===== src/rtl/wb_arbiter_pkg.sv =====
// Shared types and constants for the writeback arbiter slice.
package wb_arbiter_pkg;

  localparam int unsigned XLEN       = 32;
  localparam int unsigned NUM_WB_SRC = 4;
  // Tag field of the shared request type; instances use TAG_WIDTH <= WB_TAG_MAX.
  localparam int unsigned WB_TAG_MAX = 32;

  typedef enum logic [1:0] {
    WB_SRC_ALU = 2'd0,
    WB_SRC_MUL = 2'd1,
    WB_SRC_DIV = 2'd2,
    WB_SRC_LSU = 2'd3
  } wb_src_e;

  typedef struct packed {
    logic                  valid;
    logic [4:0]            rd_addr;
    logic [XLEN-1:0]       data;
    logic [WB_TAG_MAX-1:0] tag;
  } wb_req_t;

  // One-hot destination bit; x0 never counts as a pending write.
  function automatic logic [31:0] rd_onehot(input logic [4:0] rd, input logic en);
    logic [31:0] m;
    m = '0;
    if (en && (rd != 5'd0)) m[rd] = 1'b1;
    return m;
  endfunction

endpackage


===== src/rtl/dff_rst_en.sv =====
// Enabled register with asynchronous active-low clear.
module dff_rst_en #(
  parameter int unsigned WIDTH = 1
) (
  input  logic             clk,
  input  logic             rst_n,
  input  logic             en,
  input  logic [WIDTH-1:0] d,
  output logic [WIDTH-1:0] q
);

  // Capture d when enabled; clear on reset.
  always_ff @(posedge clk or negedge rst_n) begin
    if (!rst_n)  q <= '0;
    else if (en) q <= d;
  end

endmodule


===== src/rtl/wb_arbiter_grant_arb.sv =====
// One-hot grant over the four writeback buffers.
// WB_ARB_RR_EN defined: round-robin starting from a pointer (reset = ALU).
// Otherwise: fixed priority LSU > DIV > MUL > ALU.
module wb_grant_arb
  import wb_arbiter_pkg::*;
(
  input  logic                  clk,
  input  logic                  rst_n,
  input  logic [NUM_WB_SRC-1:0] req,
  output logic [NUM_WB_SRC-1:0] grant
);

`ifdef WB_ARB_RR_EN
  wb_src_e    ptr, ptr_d;
  logic [1:0] idx;

  // Pointer names the highest-priority source; holds when nothing is granted.
  always_ff @(posedge clk or negedge rst_n) begin
    if (!rst_n) ptr <= WB_SRC_ALU;
    else        ptr <= ptr_d;
  end

  // Scan from the pointer upward (mod 4); first requester wins.
  always_comb begin
    grant = '0;
    ptr_d = ptr;
    idx   = '0;
    for (int unsigned k = 0; k < NUM_WB_SRC; k++) begin
      idx = ptr + 2'(k);
      if ((grant == '0) && req[idx]) begin
        grant[idx] = 1'b1;
        ptr_d      = wb_src_e'(idx + 2'd1);
      end
    end
  end
`else
  logic unused_clk_rst;
  assign unused_clk_rst = clk ^ rst_n;

  // Long-latency units drain first.
  always_comb begin
    grant = '0;
    if      (req[WB_SRC_LSU]) grant[WB_SRC_LSU] = 1'b1;
    else if (req[WB_SRC_DIV]) grant[WB_SRC_DIV] = 1'b1;
    else if (req[WB_SRC_MUL]) grant[WB_SRC_MUL] = 1'b1;
    else if (req[WB_SRC_ALU]) grant[WB_SRC_ALU] = 1'b1;
  end
`endif

endmodule


===== src/rtl/wb_arbiter.sv =====
// Writeback arbiter: four one-entry source buffers share the reg_file write
// port. Arbitration mode selected by WB_ARB_RR_EN (see wb_grant_arb).
module wb_arbiter
  import wb_arbiter_pkg::*;
#(
  parameter int unsigned TAG_WIDTH = 8
) (
  input  logic                 clk,
  input  logic                 rst_n,
  input  logic                 alu_wb_valid,
  input  logic [4:0]           alu_wb_rd_addr,
  input  logic [XLEN-1:0]      alu_wb_data,
  input  logic [TAG_WIDTH-1:0] alu_wb_tag,
  output logic                 alu_wb_ready,
  input  logic                 mul_wb_valid,
  input  logic [4:0]           mul_wb_rd_addr,
  input  logic [XLEN-1:0]      mul_wb_data,
  input  logic [TAG_WIDTH-1:0] mul_wb_tag,
  output logic                 mul_wb_ready,
  input  logic                 div_wb_valid,
  input  logic [4:0]           div_wb_rd_addr,
  input  logic [XLEN-1:0]      div_wb_data,
  input  logic [TAG_WIDTH-1:0] div_wb_tag,
  output logic                 div_wb_ready,
  input  logic                 lsu_wb_valid,
  input  logic [4:0]           lsu_wb_rd_addr,
  input  logic [XLEN-1:0]      lsu_wb_data,
  input  logic [TAG_WIDTH-1:0] lsu_wb_tag,
  output logic                 lsu_wb_ready,
  output logic                 exu_wb_rd_wr_en,
  output logic [4:0]           exu_wb_rd_addr,
  output logic [XLEN-1:0]      exu_wb_data,
  output logic [TAG_WIDTH-1:0] exu_wb_tag,
  output logic [31:0]          wb_pending_mask,
  output logic                 wb_busy
);

  wb_req_t                in_req [NUM_WB_SRC];
  wb_req_t                buf_q  [NUM_WB_SRC];
  wb_req_t                g_req;
  logic [NUM_WB_SRC-1:0]  req;
  logic [NUM_WB_SRC-1:0]  grant;
  logic [NUM_WB_SRC-1:0]  ready;
  logic [NUM_WB_SRC-1:0]  load;
  logic                   any_grant;
  logic                   unused_greq;

  assign in_req[WB_SRC_ALU] = '{valid: alu_wb_valid, rd_addr: alu_wb_rd_addr,
                                data: alu_wb_data, tag: WB_TAG_MAX'(alu_wb_tag)};
  assign in_req[WB_SRC_MUL] = '{valid: mul_wb_valid, rd_addr: mul_wb_rd_addr,
                                data: mul_wb_data, tag: WB_TAG_MAX'(mul_wb_tag)};
  assign in_req[WB_SRC_DIV] = '{valid: div_wb_valid, rd_addr: div_wb_rd_addr,
                                data: div_wb_data, tag: WB_TAG_MAX'(div_wb_tag)};
  assign in_req[WB_SRC_LSU] = '{valid: lsu_wb_valid, rd_addr: lsu_wb_rd_addr,
                                data: lsu_wb_data, tag: WB_TAG_MAX'(lsu_wb_tag)};

  for (genvar s = 0; s < NUM_WB_SRC; s++) begin : g_src
    wb_req_t buf_d;
    logic    buf_en;

    assign req[s]   = buf_q[s].valid;
    assign ready[s] = ~buf_q[s].valid | grant[s];
    // rd = x0 completes the handshake but never occupies the buffer.
    assign load[s]  = in_req[s].valid & ready[s] & (in_req[s].rd_addr != 5'd0);
    assign buf_en   = load[s] | grant[s];

    // Reload wins over the grant-clear when both happen in one cycle.
    always_comb begin
      buf_d       = buf_q[s];
      buf_d.valid = 1'b0;
      if (load[s]) buf_d = in_req[s];
    end

    dff_rst_en #(.WIDTH($bits(wb_req_t))) u_buf (
      .clk   (clk),
      .rst_n (rst_n),
      .en    (buf_en),
      .d     (buf_d),
      .q     (buf_q[s])
    );
  end

  wb_grant_arb u_arb (
    .clk   (clk),
    .rst_n (rst_n),
    .req   (req),
    .grant (grant)
  );

  assign alu_wb_ready = ready[WB_SRC_ALU];
  assign mul_wb_ready = ready[WB_SRC_MUL];
  assign div_wb_ready = ready[WB_SRC_DIV];
  assign lsu_wb_ready = ready[WB_SRC_LSU];
  assign any_grant    = |grant;
  assign wb_busy      = |req;

  // Select the granted buffer (grant is one-hot).
  always_comb begin
    g_req = '0;
    for (int unsigned s = 0; s < NUM_WB_SRC; s++) begin
      if (grant[s]) g_req = buf_q[s];
    end
  end

  assign unused_greq = g_req.valid ^ (^g_req.tag);

  // Write-port register: pulse enable on grant, hold address/data/tag otherwise.
  always_ff @(posedge clk or negedge rst_n) begin
    if (!rst_n) begin
      exu_wb_rd_wr_en <= 1'b0;
      exu_wb_rd_addr  <= '0;
      exu_wb_data     <= '0;
      exu_wb_tag      <= '0;
    end else begin
      exu_wb_rd_wr_en <= any_grant;
      if (any_grant) begin
        exu_wb_rd_addr <= g_req.rd_addr;
        exu_wb_data    <= g_req.data;
        exu_wb_tag     <= g_req.tag[TAG_WIDTH-1:0];
      end
    end
  end

  // Destinations still owed a write: every held buffer plus the write in flight.
  always_comb begin
    wb_pending_mask = rd_onehot(exu_wb_rd_addr, exu_wb_rd_wr_en);
    for (int unsigned s = 0; s < NUM_WB_SRC; s++) begin
      wb_pending_mask = wb_pending_mask | rd_onehot(buf_q[s].rd_addr, buf_q[s].valid);
    end
  end

endmodule


===== config.mk =====
export PLATFORM = sky130hd
export DESIGN_NAME = wb_arbiter
export DESIGN_NICKNAME = d
export VERILOG_FILES = /design/src/rtl/wb_arbiter_pkg.sv /design/src/rtl/dff_rst_en.sv /design/src/rtl/wb_arbiter_grant_arb.sv /design/src/rtl/wb_arbiter.sv
export SDC_FILE = /design/constraint.sdc
export NUM_CORES = 1
export LEC_CHECK = 0
export BUFFER_PORTS_ARGS = -buffer_cell sky130_fd_sc_hd__clkbuf_2
export CORE_ASPECT_RATIO = 0.7
export CORE_MARGIN = 4
export CORE_UTILIZATION = 40
export CTS_BUF_LIST = sky130_fd_sc_hd__clkbuf_4 sky130_fd_sc_hd__clkbuf_8 sky130_fd_sc_hd__clkbuf_16
export CTS_CLUSTER_DIAMETER = 120
export CTS_CLUSTER_SIZE = 28
export DETAILED_ROUTE_END_ITERATION = 7
export MAX_ROUTING_LAYER = met4
export SETUP_SLACK_MARGIN = 0.05
export SLEW_MARGIN = 10
export SYNTH_ARGS = -nofsm -noshare
export SYNTH_HDL_FRONTEND = slang
export SYNTH_HIERARCHICAL = 1
export SYNTH_SLANG_ARGS = --single-unit

===== constraint.sdc =====
create_clock -name clk -period 4 [get_ports clk]
set_input_delay 0.6 -clock clk [delete_from_list [all_inputs] [get_ports clk]]
set_output_delay 0.6 -clock clk [all_outputs]
set_load 0.05 [all_outputs]

==> metrics.md, run 1 <==
| Metric | Value |
|---|---|
| DP Wirelength | `~31000 microns` |
| Grt total ovfl | `0` |
| Kind of critical path | `reg -> out` |
| Fmax | `282.7 MHz` |
| FF-to-FF Start | `g_src[0].u_buf/q[69]` |
| Layout cells sized above 1 | `approximately 48%` |
| Final Cycle Share | `88.44%` |
| TritonRoute pass-1 iters | `5` |
| Crit path DAT | `roughly 2900 ps` |
| CP Buf/Inv Count | `2` |
| Critical Path RT | `3400 ps` |
| Placer congestion estimate | `between 0.9 and 1` |
| Via Count | `10760` |
| Max Root-Sink Buffers | `3` |
| Routed Antenna Nets | `0` |
| Synth warnings | `6` |
| DRT iter0 DRCs | `roughly 960` |
| Crit end category | `output port` |
| Rows | `58` |
| RSZ-0062 raised after global routing | `no` |
| CTS clk-pin slew, worst paths | `approximately 110 ps` |
| Pwr dens | `950.6 nW/um^2` |
| Worst-margin pin slew | `1240 ps` |
| Total Neg Setup Slack | `0 ps` |
| Leak | `0.007686 uW` |
| CP Max Fanout | `64` |
| DRC viols | `0` |
| Post-layout util | `45.65%` |
| Area Overhead vs Synth | `11.43%` |
| Setup Skew | `15.04 ps` |
| Largest net degree at the start of global routing | `about 130` |
| First-pass GRT wire length | `between 60000 and 70000 microns` |
| Outcome | `completed` |
| Setup crit start kind | `register` |
| GRT Util Overall | `22.33%` |
| H-tree Lvls | `1` |
| Total routed wirelength | `45520 microns` |
| I/O pin cnt | `269` |
| Pre-CTS setup slack | `about 720 ps` |
| Core Footprint | `between 30000 and 40000 sq um` |
| Die area | `about 40000 sq um` |
| IO buf count | `267` |
| Initial antenna violation count | `4` |
| Layout Cells excl Fill | `1892` |
| Initial Util | `40.97%` |
| Fin worst setup slack | `~460 ps` |
| Via count of the first global-routing pass | `roughly 11000` |
| Hold_buf cts | `0` |
| Syn nets | `between 1000 and 1500` |
| Crit path from | `g_src[3].u_buf/q[69]` |
| Crit-path cells | `buf_4, nor4bb_1, nand2_1, nand4_1, clkbuf_2` |
| Final hold violation count | `0` |
| Worst Hold Class | `in -> async` |
| Cells after synthesis | `1215` |
| Post CTS Setup Buffer Count | `0` |
| Final Max Tran Viols | `0` |
| CTS buffer count | `12` |
| # setup viols final | `0` |
| CP max stage cell | `nor4bb_1` |
| Vias per Instance | `~5.7` |
| CTS Sinks | `230` |
| Nets | `1593` |
| Mapped cell area | `14870 sq um` |
| CP peak stage delay | `around 700 ps` |
| Die Y-Extent | `between 150 and 200 microns` |
| Max-Cap Viols | `0` |
| Final min period | `3538 ps` |
| Root Buffer | `clkbuf_16` |
| Critical path's top delay family | `simple AND/OR/NAND/NOR gates` |
| DR WL/cell | `24.06 microns` |
| CTS tree | `built` |
| Inst Count DP | `about 1900` |
| Pwr Total | `15750 uW` |
| Die Width | `238.4 microns` |
| Max transition margin | `approximately 17%` |
| Peak supply drop | `410.0 uV` |
| Avg Cell Area, Syn | `roughly 12 sq um` |
| Clk_lat worst skew | `490 ps` |
| Post_cts resized | `0` |
==> stage by stage <==
stage          hold slack (ps)  area, sq um
2_1_floorplan            304.4        14870
3_3_place_gp             512.5        16200
3_5_place_dp             514.5        16200
4_1_cts                  263.5        16550
5_1_grt                  279.0        16560
6_report                 190.8        16560
==> routing by layer <==
layer | wire length, microns | global-route usage [%] | up-vias
met2 | 20030 | 32.57 | 353
met5 | 0 | - | -
met3 | 2718 | 3.363 | 34
met1 | 22380 | 33.97 | 5494
met4 | 382 | 2.421 | 0
li1 | - | - | 4882
==> cell usage in the layout (no fill, tap or decap), types with 17 or more instances in the layout <==
| master | count |
|---|---|
| a22oi_1 | 19 |
| nand3_1 | 19 |
| a21oi_1 | 45 |
| o22ai_1 | 25 |
| or3_1 | 19 |
| a2bb2oi_1 | 45 |
| mux2_4 | 184 |
| dfrtp_1 | 229 |
| nand3b_1 | 45 |
| mux2_2 | 160 |
| buf_4 | 21 |
| nor2_1 | 17 |
| nand2_1 | 62 |
| clkbuf_2 | 266 |
| a221o_1 | 45 |
| inv_1 | 49 |
==> flip-flops by register name, summed over array words and instances (netlist names) <==
| name | count |
|---|---|
| g_src.u_buf/q | 184 |
| exu_wb_rd_addr | 5 |
| exu_wb_data | 32 |
| exu_wb_rd_wr_en | 1 |
| exu_wb_tag | 8 |
==> path summary, 6_finish.rpt <==
path / end / cells past startpoint / slack [ps]
max: wb_pending_mask[8] / 5 / 460
min: g_src[2].u_buf/q[65] / 1 / 190
max reg2reg: exu_wb_data[29] / 6 / 700
min reg2reg: exu_wb_data[29] / 2 / 540
max in group asynchronous: g_src[1].u_buf/q[49] / 2 / 2790
min in group clk: g_src[0].u_buf/q[45] / 3 / 450
==> final cells by class <==
class / count / area (sq um)
fill: 3389 / 19720
multi-input combinational: 818 / 7996
sequential: 230 / 5759
timing repair buffer: 296 / 1664
tap: 480 / 600.6
clock buffer: 13 / 325.3
inverter: 49 / 183.9
clock inverter: 2 / 25.02
antenna: 4 / 10.01
==> report_power, final <==
group	internal, uW	total [uW]	switching, uW	leakage (uW)
clock network	605	1420	813	0.000172
registers	3580	4990	1410	0.00272
logic	4570	9340	4760	0.00480
total	8760	15700	6990	0.00769
==> worst register-to-register path: stages (launching register included) <==
cell       delay (ps)
dfrtp_1           610
nor4b_4           240
buf_4             350
nor3_4           1020
buf_4             570
a221o_1           250
a2bb2oi_1         190
Power figures use the tool's default switching activity.
==> inputs of run 2 (changes only) <==
Settings changed: ABC_AREA set to 1, GPL_TIMING_DRIVEN set to 1.
==> run 2 against run 1 <==
  * Die area down 5.1%
  * Final cell count is 49% higher
  * Critical path type unchanged
  * Sequential share of layout area rose by 2.0 points
  * First-iteration DRC count up 110%
  * Flip-flop and latch count did not move
  * Routed wire length is 26% higher
  * Highest routed layer unchanged
  * Hold slack worse by 47 ps
  * Critical endpoint is now wb_pending_mask[20]
  * Sequential power shrank 9.4%
  * Maximum frequency grew 1.9%
  * Largest power group unchanged
  * Clock-buffer cell count stayed put
  * Synthesized cell count rose by 79%
  * Total power is 16% lower
==> metrics.md, run 2 <==
| Metric | Value |
|---|---|
| Outcome | `completed` |
| Sw Share | `56.52% (+12 points)` |
| Synth warnings | `6 (unchanged)` |
| TritonRoute pass-1 iters | `6 (+1)` |
| Pwr dens | `847.7 nW/um^2 (-11%)` |
| Setup crit start kind | `register` |
| CTS tree | `built` |
| IO buf count | `267 (unchanged)` |
| Avg Cell Area, Syn | `6.463 sq um (-47%)` |
| Setup Skew | `33.06 ps (+18.03 ps)` |
| Mapped cell area | `14080 sq um (-5.3%)` |
| Nets | `2527 (+59%)` |
| CP max stage cell | `o21ai_0` |
| Max Root-Sink Buffers | `3 (unchanged)` |
| Placer congestion estimate | `1.017 (+12%)` |
| Syn nets | `2364 (+69%)` |
| Post-layout util | `45.12% (-0.53 points)` |
| CTS clk-pin slew, worst paths | `110 ps (about the same)` |
| Hold_buf cts | `0 (unchanged)` |
| Initial antenna violation count | `1 (-3)` |
| Post_cts resized | `0 (unchanged)` |
| CP Buf/Inv Count | `1 (-1)` |
| Die area | `38300 sq um (-5.1%)` |
| CP Max Fanout | `15 (-77%)` |
| Combinational fraction of design power | `55.3% (-4.0 points)` |
| Routed Antenna Nets | `0 (unchanged)` |
| Final Cycle Share | `86.75% (-1.7 points)` |
| H-tree Lvls | `1 (unchanged)` |
| Clk_lat worst skew | `530 ps (+40 ps)` |
| Largest net degree at the start of global routing | `128 (-0.78%)` |
| Critical Path RT | `3400 ps (about the same)` |
| Fmax | `288.2 MHz (+1.9%)` |
| Core Footprint | `34730 sq um (-4.3%)` |
| RSZ-0062 raised after global routing | `no` |
| First-pass GRT wire length | `84720 microns (+23%)` |
| CTS buffer count | `12 (unchanged)` |
| Area Overhead vs Synth | `11.33% (about the same)` |
| Final Max Tran Viols | `0 (unchanged)` |
| Via count of the first global-routing pass | `13350 (+24%)` |
| Layout cells sized above 1 | `14.09% (-34 points)` |
| GR peak layer | `met1` |
| GRT Util Overall | `29.98% (+7.7 points)` |
| Via Count | `14820 (+38%)` |
| Rows | `57 (-1.7%)` |
| Critical path's top delay family | `simple AND/OR/NAND/NOR gates` |
| Worst-margin pin slew | `1257 ps (+17.23 ps)` |
| DP Wirelength | `42380 microns (+36%)` |
| NetSw | `7508 uW (+7.4%)` |
| Max reg flops | `184 (unchanged)` |
| Leak | `0.009036 uW (+18%)` |
| Total routed wirelength | `57430 microns (+26%)` |
| Crit end category | `output port` |
| Initial Util | `40.53% (-0.44 points)` |
| CP peak stage delay | `660 ps (-40 ps)` |
| Largest regs | `g_src.u_buf/q x184, exu_wb_data x32, exu_wb_tag x8` |
| Crit-path cells | `nand3_1, o21ai_0, nor2_1, nand3_1, clkbuf_2` |
| DRC viols | `0 (unchanged)` |
| Met1 Use GR | `49.07% (+15 points)` |
| Root Buffer | `clkbuf_16` |
| CTS Sinks | `230 (unchanged)` |
| Final min period | `3470 ps (-67.43 ps)` |
| Internal Power | `5776 uW (-34%)` |
| Cell repeated most along the worst path | `nand3_1` |
| Clock power frac | `10.7% (+1.7 points)` |
| Met3 GRT Util | `7.517% (+4.2 points)` |
| DRT iter0 DRCs | `1979 (+110%)` |
| Max-Cap Viols | `0 (unchanged)` |
| Seq pwr share | `34.1% (+2.4 points)` |
| Peak supply drop | `416.0 uV (+1.5%)` |
| Met2 usage | `37.26% (+4.7 points)` |
| Grt total ovfl | `0 (unchanged)` |
| Vias per Instance | `5.264 (-7.5%)` |
| # setup viols final | `0 (unchanged)` |
| Crit path DAT | `2870 ps (-70 ps)` |
| I/O pin cnt | `269 (unchanged)` |
| Worst Hold Class | `in -> async` |
| Total Neg Setup Slack | `0 ps (unchanged)` |
| Post CTS Setup Buffer Count | `0 (unchanged)` |
| DR WL/cell | `20.40 microns (-15%)` |
| Cells after synthesis | `2178 (+79%)` |
| Max transition margin | `15.98% (-1.1 points)` |
| Kind of critical path | `reg -> out` |
| Commonest non-fill, non-tap cells in the layout | `1273 x nand2_1, 266 x clkbuf_2, 229 x dfrtp_1` |
| Most common cell after layout, fill and taps aside | `nand2_1` |
| Biggest register | `g_src.u_buf/q` |
| Final hold violation count | `0 (unchanged)` |
| Die Y-Extent | `165.0 microns (-2.6%)` |
| Die Width | `232.2 microns (-2.6%)` |
[run 2: final timing paths]
kind	from	slack, ps	cells after the start	endpoint
worst max register to register	g_src[3].u_buf/q[69]	1130	10	exu_wb_data[26]
min in group clk	lsu_wb_tag[7]	360	5	g_src[3].u_buf/q[7]
worst min-delay path	rst_n	140	1	g_src[1].u_buf/q[43]
worst max-delay path	g_src[3].u_buf/q[69]	530	5	wb_pending_mask[20]
max in group asynchronous	rst_n	2930	2	g_src[1].u_buf/q[53]
worst min register to register	g_src[2].u_buf/q[33]	510	2	g_src[2].u_buf/q[33]
[run 2: power groups by stage]
stage / sequential, uW / clock [uW] / combinational, uW
6_report: 4520 / 1420 / 7340
5_1_grt: 4650 / 1530 / 8040
2_1_floorplan: 4790 / 0 / 4840
3_3_place_gp: 4520 / 0 / 7180
3_5_place_dp: 4520 / 0 / 7230
4_1_cts: 4490 / 1440 / 7240
[run 2: layout make-up]
type	count	area, sq um
Inverter	86	342.8
Timing Repair Buffer	289	1536
Sequential cell	230	5757
Multi-Input combinational cell	1722	7088
Tap cell	472	590.6
Clock buffer	13	307.8
Fill cell	3674	19060
Antenna cell	1	2.502
Clock inverter	2	46.29
[run 2: metrics by stage]
| stage | power [uW] | hold WS [ps] | instance area (sq um) | setup WS (ps) | cells |
|---|---|---|---|---|---|
| 3_5_place_dp | 11750 | 482.0 | 15310 | 1219 | 2799 |
| 2_1_floorplan | 9634 | 304.4 | 14080 | 1723 | 2178 |
| 3_3_place_gp | 11700 | 476.5 | 15310 | 1180 | 2799 |
| 6_report | 13280 | 144.2 | 15670 | 529.9 | 2815 |
| 4_1_cts | 13170 | 243.1 | 15670 | 730.0 | 2814 |
| 5_1_grt | 14220 | 238.5 | 15670 | 571.6 | 2815 |
[run 2: metal layers]
metal	vias to the layer above	share of wire, %	wire, microns
met2	692	37	21500
met3	37	11	6328
met4	0	1.1	607
li1	7062	-	-
met1	7028	50	29000
met5	-	0	0
